## config.mk

```make
export PLATFORM = sky130hd
export DESIGN_NAME = comparator_4b
export DESIGN_NICKNAME = d
export VERILOG_FILES = /design/src/rtl/comparator_4b.sv
export SDC_FILE = /design/constraint.sdc
export NUM_CORES = 1
export LEC_CHECK = 0
export CORE_MARGIN = 5
export CORE_UTILIZATION = 39
export DETAILED_ROUTE_END_ITERATION = 6
export HOLD_SLACK_MARGIN = 0.15
export PLACE_DENSITY = 0.69
export SYNTH_ARGS = -nofsm -noshare
export SYNTH_HDL_FRONTEND = slang
export SYNTH_SLANG_ARGS = --single-unit
```

## constraint.sdc

```tcl
create_clock -name clk -period 1.6 [get_ports clk]
set_input_delay 0.32 -clock clk [delete_from_list [all_inputs] [get_ports clk]]
set_output_delay 0.32 -clock clk [all_outputs]
set_load 0.05 [all_outputs]
```

## src/rtl/comparator_4b.sv

```systemverilog
// Registered magnitude comparator: one-hot gt/eq/ls flags plus max/min,
// selectable signed or unsigned interpretation per sample.
module comparator_4b #(
    parameter int WIDTH = 4
) (
    input  logic             clk,
    input  logic             rst_n,
    input  logic             in_valid,
    input  logic             signed_mode,
    input  logic [WIDTH-1:0] a,
    input  logic [WIDTH-1:0] b,
    output logic             out_valid,
    output logic             a_gt_b,
    output logic             a_eq_b,
    output logic             a_ls_b,
    output logic [WIDTH-1:0] max_val,
    output logic [WIDTH-1:0] min_val
);

    logic             valid_d, valid_q;
    logic             gt_d, gt_q;
    logic             eq_d, eq_q;
    logic             ls_d, ls_q;
    logic [WIDTH-1:0] max_d, max_q;
    logic [WIDTH-1:0] min_d, min_q;

    logic eq_c;
    logic gt_c;

    always_comb begin
        eq_c = (a == b);
        // Flipping both MSBs maps two's-complement order onto unsigned order
        if (signed_mode) begin
            gt_c = ({~a[WIDTH-1], a[WIDTH-2:0]} > {~b[WIDTH-1], b[WIDTH-2:0]});
        end else begin
            gt_c = (a > b);
        end
    end

    always_comb begin
        valid_d = in_valid;
        gt_d    = gt_q;
        eq_d    = eq_q;
        ls_d    = ls_q;
        max_d   = max_q;
        min_d   = min_q;
        if (in_valid) begin
            gt_d  = gt_c;
            eq_d  = eq_c;
            ls_d  = ~gt_c & ~eq_c;
            max_d = (gt_c | eq_c) ? a : b;
            min_d = (gt_c | eq_c) ? b : a;
        end
    end

    always_ff @(posedge clk or negedge rst_n) begin
        if (!rst_n) begin
            valid_q <= 1'b0;
            gt_q    <= 1'b0;
            eq_q    <= 1'b0;
            ls_q    <= 1'b0;
            max_q   <= '0;
            min_q   <= '0;
        end else begin
            valid_q <= valid_d;
            gt_q    <= gt_d;
            eq_q    <= eq_d;
            ls_q    <= ls_d;
            max_q   <= max_d;
            min_q   <= min_d;
        end
    end

    assign out_valid = valid_q;
    assign a_gt_b    = gt_q;
    assign a_eq_b    = eq_q;
    assign a_ls_b    = ls_q;
    assign max_val   = max_q;
    assign min_val   = min_q;

endmodule

```

==> flow_summary_export.csv <==
group,metric,value,unit
grt,grt_pass1_vias,713,
logic_synthesis,syn-cell-area,696,um^2
die,core_area,1710,um^2
route,drt-total-wl,2080,um
grt,gr-usage-met3,0.0598,
clock_tree,clk_path_buf_depth,2,
worst_setup_path,startpoint_type,"primary input",
sta,setup_ws,3.66,ps
worst_setup_path,worstPathMaxFanout,5,
power,finalPower,1.15,mW
min_path,worstHoldPathType,"primary input to asynchronous set/reset pin",
placed_design,hpwlAfterDp,1160,um
power,intPower,701,uW
grt,grtUsageTotal,0.174,
worst_setup_path,end_kind,"register",
worst_setup_path,path_depth,6,
flow_run,maxCapViolCount,0,
die,io_pins,24,
logic_synthesis,synth_enable_flop_cells,0,
logic_synthesis,yosys-top-cells-area,"dfrtp_1 (43%), o221ai_1 (10%), ha_1 (9.0%), or4_1 (8.6%), inv_1 (7.0%)",
worst_setup_path,crit_family,"simple AND/OR/NAND/NOR gates",
status,outcome,"complete, no violations",
grt,grt.busiest_layer,"met2",
logic_synthesis,synthArstFlopShare,1.00,
worst_setup_path,cp_slowest_stage_delay,530,ps
sta,min_period,1600,ps
sta,worstMarginPinSlew,539,ps
logic_synthesis,synth.most_common_cell,"inv_1",
sta,min_period_over_period,0.998,
sta,worst_clock_skew,0,ps
worst_setup_path,cp.required,1790,ps
power,vdd_ir_drop_max,0.000745,V
clock_tree,clock_latency,270,ps
grt,grtUsageMet1,0.196,
power,clkPwrFrac,0.209,
finish,fill_cells,126,
grt,grt_max_degree,21,
logic_synthesis,ys_top_cells_by_count,"inv_1 (13), dfrtp_1 (12), nand2_1 (8), o221ai_1 (8), or4_1 (8)",
worst_setup_path,slowest_stage,"or4_4",
placed_design,dp_worst_setup_slack,-761,ps
finish,finalNetCount,122,
power,seq_power_share,0.326,
die,die_x,52.2,um
logic_synthesis,ys_seq_area_frac,0.432,
sta,setup_viol,0,
worst_setup_path,path_buf_inv,2,
die,fp.dieArea,2730,um^2
clock_tree,cts_tree,"yes",
route,wl_per_cell,16.1,um
route,drtIter0Drc,22,
route,routed_via_density,5.53,
sta,drv_slew,0,
placed_design,gp_congestion,0.716,
finish,drive_above_1_share,0.548,
die,initial_core_util,0.407,
clock_tree,cts.reportedPaths.clkPinSlew,80,ps
die,die_h,52.2,um
logic_synthesis,synth.avg_cell_area,10.2,um^2
clock_tree,clkSinkCount,12,
route,firstDrtPassIters,4,
die,num_rows,15,
grt,grt_pass1_wl,3370,um
finish,n_antenna_cell,0,
sta,slew_headroom,0.639,
sta,finalHoldViolCount,0,
route,postRouteAntennaNets,0,
logic_synthesis,synth_top_flop_cell,"dfrtp_1",
sta,max_freq,626,MHz
power,leakagePower,0.538,nW
clock_tree,cts_buffers,3,
placed_design,port_buffers,23,
route,vias,714,
logic_synthesis,yosysWarningCount,0,
worst_setup_path,critical_path_class,"primary input to register",
route,drc,0,
logic_synthesis,synth_top_area_share,0.432,
finish,syn_to_final_growth,65.8,%
logic_synthesis,yosys.area.top_type,"dfrtp_1",
power,p_comb_frac,0.464,
logic_synthesis,syn-num-nets,85,
power,swShare,0.391,
power,power.switching,451,uW
worst_setup_path,crit_arrival,1790,ps
power,power_density,998,nW/um^2
logic_synthesis,ys_ff_latch,12,
grt,grt_antenna_before_repair,0,
logic_synthesis,ys_types,16,
logic_synthesis,synth_cells,68,
grt,grt-ovfl-total,0,
worst_setup_path,worstPathCellList,"clkdlybuf4s15_1 > inv_2 > ha_4 > a221o_2 > or4_4 > o221ai_2",
clock_tree,h-tree-depth,1,
clock_tree,root_buffer,"clkbuf_4",
grt,use_met2,0.293,
worst_setup_path,timing.reg2reg.worst_path_depth,1,
==> cell families after synthesis <==
| kind of cell | Yosys count | synth area share |
|---|---|---|
| buffers and inverters | 17 | 0.103 |
| muxes | 3 | 0.0486 |
| DFF | 12 | 0.432 |
| and+or+nand+nor | 20 | 0.183 |
| adders and majority gates | 5 | 0.0899 |
| AOI/OAI and AO/OA | 11 | 0.144 |
==> registers in the layout, summed over array words and instances (netlist names) <==
register,cells
max_val,4
min_val,4
a_eq_b,1
a_gt_b,1
a_ls_b,1
out_valid,1
==> worst paths after layout <==
kind | startpoint | to | slack, ps
max | b[2] | max_val[0] | 4
min | rst_n | max_val[3] | 380
max reg2reg | a_eq_b | a_eq_b | 830
min reg2reg | a_ls_b | a_ls_b | 520
max in group asynchronous | rst_n | a_gt_b | 850
min in group clk | a[3] | max_val[3] | 390
==> routing by layer <==
metal  share of wire  up-vias
li1                -      330
met1            0.40      350
met2            0.52       28
met3           0.062        6
met4           0.019        0
met5               0        -
==> cells in the final DEF, fill, tap and decap left out, types with 2 or more instances in the layout <==
master           instances
ha_4                     4
buf_4                   22
buf_2                    2
dlygate4sd2_1            3
o211a_4                  2
o221ai_1                 5
or4_4                    4
clkdlybuf4s50_1          2
and4_4                   2
dfrtp_1                 12
o221ai_2                 3
inv_1                    9
inv_2                    3
nand2_1                  8
clkbuf_4                 3
mux2_2                   3
or4_1                    4
clkdlybuf4s15_1          2
==> timing repair <==
item / CTS / global route
endpoints found under the setup margin: 10 / 8
pin swaps: 8 / 2
resized for setup: 32 / 12
hold buffers: 0 / 0
buffers inserted: 5 / 0
hold endpoints to repair: 0 / 0
cloned: 3 / 0
==> through the flow <==
stage | instances | TNS (ps) | util | hold WS (ps) | area, um^2
4_1_cts | 129 | 0 | 0.662 | 383 | 1130
3_3_place_gp | 117 | -7000 | 0.575 | 498 | 982
6_report | 129 | 0 | 0.675 | 385 | 1150
3_5_place_dp | 117 | -7570 | 0.575 | 503 | 982
2_1_floorplan | 68 | 0 | - | 24.4 | 733
5_1_grt | 129 | -10.9 | 0.675 | 409 | 1150
==> power by group through the flow <==
stage / Combinational (mW) / Sequential (mW) / Clock (mW)
after floorplan: 0.124 / 0.551 / 0
after global placement: 0.443 / 0.379 / 0
after detailed placement: 0.445 / 0.382 / 0
after CTS: 0.511 / 0.376 / 0.244
after global routing: 0.567 / 0.384 / 0.267
final: 0.535 / 0.376 / 0.241
==> area by class of cell <==
cell class	count	area [um^2]	area share
multi-input cells	42	468	0.406
flip-flops and latches	12	300	0.260
repair buffers	33	267	0.231
inverters	13	51.3	0.0445
clock buffers	4	36.3	0.0315
well taps	25	31.3	0.0271
(Power assumes the default switching activity.)
